--- config.mk ---
export PLATFORM = sky130hd
export DESIGN_NAME = calc_issue_sched
export DESIGN_NICKNAME = d
export VERILOG_FILES = /design/src/rtl/calc_pkg.sv /design/src/rtl/rr_arbiter.sv /design/src/rtl/calc_issue_sched.sv
export SDC_FILE = /design/constraint.sdc
export NUM_CORES = 1
export LEC_CHECK = 0
export ABC_AREA = 1
export CAP_MARGIN = 0
export CORE_MARGIN = 2
export CORE_UTILIZATION = 36
export DETAILED_ROUTE_END_ITERATION = 10
export PLACE_DENSITY = 0.88
export SYNTH_ARGS = -nofsm -noshare
export SYNTH_HDL_FRONTEND = slang
export SYNTH_HIERARCHICAL = 1
export SYNTH_SLANG_ARGS = --single-unit
--- constraint.sdc ---
create_clock -name clk -period 3.33 [get_ports clk]
set_input_delay 0.333 -clock clk [delete_from_list [all_inputs] [get_ports clk]]
set_output_delay 0.333 -clock clk [all_outputs]
set_load 0.02 [all_outputs]
--- src/rtl/calc_pkg.sv ---
// Shared constants and types for the y = a*b*cos(c)/(a+d) issue scheduler.
package calc_pkg;

   localparam int DP_W   = 12;
   localparam int DP_YW  = DP_W + 1;
   localparam int DP_LAT = 6;
   localparam int DP_N   = 4;

   typedef enum logic [1:0] {
      DPRST,
      LOAD,
      RUN,
      DRAIN
   } state_t;

   typedef logic [$clog2(DP_N)-1:0] tag_t;

   // Requester id width; a single requester still needs one bit.
   function automatic int id_width(input int n);
      return (n > 1) ? $clog2(n) : 1;
   endfunction

endpackage

--- src/rtl/rr_arbiter.sv ---
// Round-robin arbiter: one-hot grant for the first requester at or after ptr.
module rr_arbiter #(
   parameter int N   = 4,
   parameter int IDW = 2
) (
   input  logic [N-1:0]   req,
   input  logic           en,
   input  logic [IDW-1:0] ptr,
   output logic [N-1:0]   gnt,
   output logic [IDW-1:0] gnt_id,
   output logic [IDW-1:0] ptr_next
);

   always_comb begin
      int   idx;
      logic found;
      gnt      = '0;
      gnt_id   = '0;
      ptr_next = ptr;
      found    = 1'b0;
      idx      = 0;
      for (int off = 0; off < N; off++) begin
         idx = int'(ptr) + off;
         if (idx >= N) begin
            idx = idx - N;
         end
         if (en && !found && req[idx]) begin
            found    = 1'b1;
            gnt[idx] = 1'b1;
            gnt_id   = IDW'(idx);
            ptr_next = (idx == N - 1) ? '0 : IDW'(idx + 1);
         end
      end
   end

endmodule

--- src/rtl/calc_issue_sched.sv ---
// Issue scheduler for the fixed-latency a*b*cos(c)/(a+d) datapath: arbitration,
// result tagging, and the serial d-load sequence (reset, shift LSB first, settle).
module calc_issue_sched
   import calc_pkg::*;
#(
   parameter int             N       = DP_N,
   parameter int             W       = DP_W,
   parameter int             LAT     = DP_LAT,
   parameter logic [W-1:0]   D_RESET = '0,
   localparam int            IDW     = id_width(N)
) (
   input  logic             clk,
   input  logic             rst,
   input  logic [N-1:0]     req_valid,
   output logic [N-1:0]     req_ready,
   input  logic [N*W-1:0]   req_a,
   input  logic [N*W-1:0]   req_b,
   input  logic [N*W-1:0]   req_c,
   input  logic             cfg_valid,
   input  logic [W-1:0]     cfg_d,
   output logic             cfg_ready,
   output logic             rsp_valid,
   output logic [IDW-1:0]   rsp_id,
   output logic [W:0]       rsp_y,
   output logic             busy,
   output logic             dp_rst,
   output logic             dp_e,
   output logic [W-1:0]     dp_a,
   output logic [W-1:0]     dp_b,
   output logic [W-1:0]     dp_c,
   input  logic [W:0]       dp_y
);

   localparam int CW = $clog2(W);

   state_t                    state_q, state_d;
   logic [W-1:0]              d_shadow_q, d_shadow_d;
   logic [CW-1:0]             bit_cnt_q, bit_cnt_d;
   logic                      settle_q, settle_d;
   logic [IDW-1:0]            ptr_q, ptr_d;
   logic [LAT-1:0]            vld_q, vld_d;
   logic [LAT-1:0][IDW-1:0]   tag_q, tag_d;

   logic                      arb_en;
   logic [N-1:0]              gnt;
   logic [IDW-1:0]            gnt_id;
   logic [IDW-1:0]            arb_ptr_next;

   rr_arbiter #(
      .N   (N),
      .IDW (IDW)
   ) u_arb (
      .req      (req_valid),
      .en       (arb_en),
      .ptr      (ptr_q),
      .gnt      (gnt),
      .gnt_id   (gnt_id),
      .ptr_next (arb_ptr_next)
   );

   // Sequencer: DPRST -> LOAD (W bits + settle) -> RUN, and RUN -> DRAIN on cfg.
   always_comb begin
      state_d    = state_q;
      d_shadow_d = d_shadow_q;
      bit_cnt_d  = bit_cnt_q;
      settle_d   = settle_q;
      cfg_ready  = 1'b0;
      arb_en     = 1'b0;
      dp_rst     = 1'b0;
      dp_e       = 1'b0;
      case (state_q)
         DPRST: begin
            dp_rst    = 1'b1;
            bit_cnt_d = '0;
            settle_d  = 1'b0;
            state_d   = LOAD;
         end
         LOAD: begin
            if (!settle_q) begin
               dp_e = d_shadow_q[bit_cnt_q];
               if (bit_cnt_q == CW'(W - 1)) begin
                  settle_d = 1'b1;
               end else begin
                  bit_cnt_d = bit_cnt_q + CW'(1);
               end
            end else begin
               settle_d = 1'b0;
               state_d  = RUN;
            end
         end
         RUN: begin
            // A pending cfg takes the cycle; no operand is issued alongside it.
            if (cfg_valid) begin
               cfg_ready  = 1'b1;
               d_shadow_d = cfg_d;
               state_d    = DRAIN;
            end else begin
               arb_en = 1'b1;
            end
         end
         DRAIN: begin
            if (!(|vld_q)) begin
               state_d = DPRST;
            end
         end
         default: state_d = DPRST;
      endcase
   end

   always_comb begin
      ptr_d = arb_ptr_next;
      dp_a  = '0;
      dp_b  = '0;
      dp_c  = '0;
      for (int i = 0; i < N; i++) begin
         if (gnt[i]) begin
            dp_a = req_a[i*W +: W];
            dp_b = req_b[i*W +: W];
            dp_c = req_c[i*W +: W];
         end
      end
   end

   // Tag line tracks the datapath pipe stage by stage; bubbles carry valid=0.
   always_comb begin
      vld_d    = vld_q;
      tag_d    = tag_q;
      vld_d[0] = |gnt;
      tag_d[0] = gnt_id;
      for (int i = 1; i < LAT; i++) begin
         vld_d[i] = vld_q[i-1];
         tag_d[i] = tag_q[i-1];
      end
   end

   always_ff @(posedge clk) begin
      if (rst) begin
         state_q    <= DPRST;
         d_shadow_q <= D_RESET;
         bit_cnt_q  <= '0;
         settle_q   <= 1'b0;
         ptr_q      <= '0;
         vld_q      <= '0;
         tag_q      <= '0;
      end else begin
         state_q    <= state_d;
         d_shadow_q <= d_shadow_d;
         bit_cnt_q  <= bit_cnt_d;
         settle_q   <= settle_d;
         ptr_q      <= ptr_d;
         vld_q      <= vld_d;
         tag_q      <= tag_d;
      end
   end

   assign req_ready = gnt;
   assign rsp_valid = vld_q[LAT-1];
   assign rsp_id    = tag_q[LAT-1];
   assign rsp_y     = dp_y;
   assign busy      = (state_q != RUN) || (|vld_q);

endmodule
==> Word level (Yosys, flattened, before mapping) <==
Cells that the tools add are included.
{ "op_classes": {"addsub": 12, "mul": 0, "div": 0, "magnitude_cmp": 13, "n_eq_ne": 14, "shifts": 0, "mux": 74, "bitwise_logic": 3, "n_reduce_logical": 23} }
{ "ops": {"columns": ["cell", "count"], "rows": [
  ["2-to-1 mux 12 bit", 12],
  ["equality test 32 x 3 -> 1 bit (second input constant)", 4],
  ["greater-or-equal comparator 32 x 1 -> 1 bit (second input constant)", 4],
  ["less-than comparator 32 x 4 -> 1 bit (second input constant)", 4],
  ["2-to-1 mux 32 bit", 4],
  ["greater-or-equal comparator 32 x 4 -> 1 bit (second input constant)", 3],
  ["subtractor 32 x 4 -> 32 bit (second input constant)", 3],
  ["2-to-1 mux 2 bit", 15],
  ["2-to-1 mux 1 bit", 25],
  ["2-to-1 mux 4 bit", 6],
  ["inequality test 2 bit (second input constant)", 6],
  ["bitwise OR 4 bit", 3],
  ["logical AND 1 bit", 11],
  ["adder 2 bit (second input constant)", 4],
  ["binary-select mux 1 bit (select 2 bit)", 4],
  ["demux 1 bit (select 2 bit)", 4],
  ["one-hot mux 2 bit (4 select lines)", 1],
  ["one-hot mux 4 bit (2 select lines)", 1],
  ["adder 2 x 2 -> 3 bit (second input constant)", 2],
  ["AND reduction 3 bit", 2],
  ["OR reduction 6 bit", 1],
  ["less-than comparator 4 x 5 -> 1 bit (second input constant)", 1],
  ["adder 4 x 1 -> 4 bit (second input constant)", 1],
  ["binary-select mux 1 bit (select 4 bit)", 1],
  ["14 further kinds", 17]
]} }
{ "totals": {"regBits": 39, "latch_bits": 0, "ram_bits": 0, "mem_bits_ro": 0, "inputBits": 176, "output_inout_bits": 60, "wordCells": 151, "mem_count": 0} }

==> Longest topological paths before layout <==
{ "depth": {"word_depth": 23, "mapped_depth": 19, "ltp_nobuf": 17} }

==> Hierarchy <==
The synthesis kept the hierarchy.
{ "by_module_without_submodules": {"columns": ["mod", "n_inst", "cells_each", "area_per_inst_um2", "seq_area_each_um2"], "rows": [
  ["calc_issue_sched", 1, 462, 2810.2, 780.7],
  ["rr_arbiter", 1, 102, 583.1, 0.0]
]} }

==> Worst setup path before layout <==
Ideal clock, no wire load.
{ "synth_path": {"path_type": "register to output", "start": "register ptr_q[1]", "end": "output dp_a[11]", "arrival_time_ns": 2.818, "t_required_ns": 2.997, "setup_slack_ns": 0.179, "path_stages_with_launch": 19, "n_path_buf": 1, "path_cell_list": "dfxtp_1 -> inv_2 -> ha_1 -> buf_2 -> clkinv_1 -> nand3_2 -> nand2_1 -> inv_2 -> nor2_8 -> nand2_2 -> inv_4 -> nand2_1 -> nand4_1 -> inv_1 -> nor2_4 -> nand2_1 -> nand2_1 -> o21ai_0 -> o21ai_0"} }
{ "synth_via": {"elab_chain_cells": 23} }
{ "synth_lines": {"columns": ["element", "line_no", "source"], "rows": [
  ["from (decl)", "calc_issue_sched.sv:40", "logic [IDW-1:0] ptr_q, ptr_d;"],
  ["from (signal assigned)", "calc_issue_sched.sv:150", "ptr_q <= ptr_d;"],
  ["parallel branches: the longest is 18 deep, another holds subtractor 32 x 4 -> 32 bit", null, null],
  ["2-to-1 mux 4 bit *", "rr_arbiter.sv:27", "if (en && !found && req[idx]) begin"],
  ["via req_ready[0]", "calc_issue_sched.sv:15", "output logic [N-1:0] req_ready,"],
  ["2-to-1 mux 12 bit * (4 in series)", "calc_issue_sched.sv:116", "if (gnt[i]) begin"],
  ["to (decl)", "calc_issue_sched.sv:28", "output logic [W-1:0] dp_a,"]
]} }
Mark *: on every way through the listed nets, which the timed path passes. The select of a mux whose other input is x is not followed.

==> Final worst setup path <==
{ "layout_path": {"start": "register state_q[0]", "end": "output req_ready[3]"} }
{ "layout_via": {"elab_chain_cells": 16} }
{ "layout_lines": {"columns": ["element", "line_no", "source"], "rows": [
  ["from (decl)", "calc_issue_sched.sv:36", "state_t state_q, state_d;"],
  ["from (signal assigned)", "calc_issue_sched.sv:146", "state_q <= state_d;"],
  ["equality test 2 bit *", "calc_issue_sched.sv:71", "case (state_q)"],
  ["2-to-1 mux 1 bit *", "calc_issue_sched.sv:71", null],
  ["via arb_en", "calc_issue_sched.sv:44", "logic arb_en;"],
  ["logical AND 1 bit", "rr_arbiter.sv:27", null],
  ["2-to-1 mux 1 bit", "rr_arbiter.sv:27", null],
  ["logical NOT 1 bit", "rr_arbiter.sv:27", null],
  ["logical AND 1 bit (2 in series)", "rr_arbiter.sv:27", null],
  ["2-to-1 mux 1 bit", "rr_arbiter.sv:27", null],
  ["logical NOT 1 bit", "rr_arbiter.sv:27", null],
  ["logical AND 1 bit (2 in series)", "rr_arbiter.sv:27", null],
  ["2-to-1 mux 1 bit", "rr_arbiter.sv:27", null],
  ["logical NOT 1 bit", "rr_arbiter.sv:27", null],
  ["logical AND 1 bit (2 in series)", "rr_arbiter.sv:27", null],
  ["2-to-1 mux 4 bit *", "rr_arbiter.sv:27", null],
  ["to (decl)", "calc_issue_sched.sv:15", null]
]} }
Mark *: on every way through the listed nets, which the timed path passes. The rest lies on a longest branch.

==> impl_metrics.json <==
{
  "finalCritPeriodShare": 0.9522,
  "final_common_cell": "clkdlybuf4s50_1",
  "hp-class": "reg2reg",
  "cts_buffer_depth": 2,
  "netlist_area_sq_um": 3393,
  "ant_nets": 0,
  "grt_pass1_wl_mm": 19.41,
  "clk_latency_ns": 0.29,
  "root_buffer": "clkbuf_8",
  "synth-main-ff-cell": "dfxtp_1",
  "max_clock_freq_mhz": 315.4,
  "areaGrowthSynthToFinish_pct": 70.69,
  "crit_required_ns": 3.00,
  "end_kind": "primary output",
  "cts_tree": "built",
  "setup_viol": 0,
  "ys_seq_area_frac": 0.2301,
  "boundaryPins": 236,
  "avgViaCountPerCell": 4.966,
  "drv_slew": 0,
  "antennaDiodeCount": 0,
  "placed_area_sq_um": 5708,
  "place_hpwl_mm": 10.45,
  "first_iter_violations": 121,
  "coreArea_sq_um": 9196,
  "io_buffers": 209,
  "htreeDepth": 2,
  "postCtsHoldBufs": 0,
  "place_congestion": 0.8929,
  "setup_tns_ns": 0,
  "cp_max_fo": 13,
  "nNetsFinal": 976,
  "grt_util_all_layers": 0.2350,
  "utilization": 0.6298,
  "maxSlewHeadroom": 0.6512,
  "grt_start_max_net_pins": 28,
  "overflow": 0,
  "synth_top_family_by_area": "simple AND/OR/NAND/NOR gates",
  "dr.pass1.iters": 5,
  "syn_inst": 564,
  "cap_viol_max_count": 0,
  "dp_slack_ns": -0.2617,
  "detail_route.wl_per_cell_microns": 14.14,
  "synth_compound_area_frac": 0.2179,
  "cts_buffers": 5,
  "cp.arrival_ns": 2.84,
  "yosys.area_share.simple": 0.3455,
  "vias": 4464,
  "final.setup_skew_ns": 0.003862,
  "final_layout_size_suffix_gt1_frac": 0.1637,
  "power_density_nw_per_um2": 366.4,
  "final_cell_mix": "clkdlybuf4s50_1 (173), nand2_1 (171), o21ai_1 (60)",
  "antenna_found_initial": 0,
  "clock_sinks": 39,
  "synth-edff-count": 0,
  "tightest_slew_ns": 0.5219,
  "syn_area_per_cell_sq_um": 6.016,
  "row_count": 35,
  "ir_worst_vdd_uv": 209.9,
  "routed_wl_mm": 12.71,
  "floorplan.initialDensity": 0.3690,
  "synth.distinct_cells": 37,
  "hold_viol_final": 0,
  "die_height_microns": 101.1,
  "ys_ff_latch": 39,
  "muxShareOfSynthArea": 0,
  "drc": 0,
  "async_reset_ff_frac": 0,
  "fin_ws_ns": 0.1592,
  "power_uw": 2122,
  "final_design_area_no_fill_sq_um": 5792,
  "yosysWarnings": 6,
  "status": "finished clean",
  "synth_fp_nets": 752,
  "dieArea_sq_um": 10220,
  "synth_xor_area_frac": 0.002581,
  "clkSlewWorstSetupHoldPaths_ns": 0.07,
  "crit_type": "reg2out",
  "dieWidth_microns": 101.1,
  "worst_setup_path_start_kind": "flop",
  "grt_pass1_vias": 4287,
  "leakage_uw": 0.002569,
  "synthAdderAreaFrac": 0.04425,
  "timing.final.crit_period_ns": 3.171
}
-- per-layer routing --
metal  routed length (microns)  global-route usage  part of all wire
met5                         0                   0                 0
met4                       508             0.09979             0.040
met3                       882             0.05062             0.069
met2                      6488              0.4350              0.51
met1                      4830              0.2557              0.38
-- cell usage after synthesis (2+ instances only) --
master,number,share of area
dfxtp_1,39,0.23
nor2_1,49,0.054
buf_6,7,0.023
nand2_4,3,0.010
o21ai_2,2,0.0052
a21oi_1,51,0.075
o21ai_0,29,0.043
nand4_1,7,0.013
inv_1,41,0.045
ha_1,12,0.044
inv_2,10,0.011
nand3_2,3,0.0088
buf_2,6,0.0088
nand2_1,172,0.19
buf_4,15,0.033
nor3_1,2,0.0029
nand2_2,6,0.011
clkbuf_2,6,0.0088
or2_2,2,0.0037
nand3_1,19,0.028
clkbuf_1,4,0.0044
clkbuf_8,4,0.016
clkinv_1,2,0.0022
o21ai_1,60,0.088
-- worst max-delay path, stage by stage (launching register included) --
cell	delay [ns]
dfxtp_1	0.32
inv_1	0.08
ha_1	0.16
inv_1	0.05
or2_4	0.25
inv_4	0.09
nand2_1	0.06
clkinv_1	0.06
nand3_2	0.10
inv_2	0.09
buf_4	0.11
buf_4	0.09
nand2_1	0.04
nand4_1	0.14
buf_4	0.18
buf_12	0.13
clkdlybuf4s50_1	0.60
-- metrics by stage --
stage	hold WS [ns]	std cells
3_3_place_gp	0.3923	887
6_report	0.4064	899
4_1_cts	0.4090	894
3_5_place_dp	0.3980	887
5_1_grt	0.4151	899
2_1_floorplan	0.3883	564
-- worst paths after layout --
| kind | slack (ns) | end | startpoint | depth (start not counted) |
|---|---|---|---|---|
| worst max register to register | 1.17 | vld_q[0] | state_q[0] | 16 |
| worst max-delay path | 0.16 | req_ready[3] | state_q[0] | 16 |
| worst min register to register | 0.41 | tag_d[4] | tag_d[2] | 2 |
| worst min-delay path | 0.41 | tag_d[4] | tag_d[2] | 2 |
-- registers in the layout (all words and copies together), names as in the netlist --
signal	count
tag_d	10
state_q	2
rsp_id	2
ptr_q	2
d_shadow_q	12
settle_q	1
vld_q	6
bit_cnt_q	4
-- what timing repair did --
item                       CTS  global route
buffers inserted             0             3
gates cloned                 0             2
setup endpoints to repair   37            39
gates resized for setup     78            58
pin swaps                    0             2
-- final cells by class --
class / count / area (sq um)
Timing Repair Buffer: 260 / 2474
Clock inverter: 1 / 30.03
Sequential cell: 39 / 780.7
Inverter: 54 / 207.7
Multi-Input combinational cell: 428 / 2088
Tap cell: 111 / 138.9
Clock buffer: 6 / 72.57
Fill cell: 820 / 3405
-- cells by family (layout without fill, tap and decap cells) --
| kind of cell | Yosys count | count (layout) |
|---|---|---|
| fa+ha+maj | 12 | 12 |
| flops | 39 | 39 |
| buf+inv | 97 | 321 |
| simple gates | 270 | 270 |
| xor+xnor | 1 | 1 |
| compound gates | 145 | 145 |
-- power breakdown --
group          switching (uW)  internal, uW  total [uW]
Combinational             632           567        1200
Sequential               33.4           517         551
Clock                     154           219         373
Note: power is estimated with default switching activity, not from simulation.
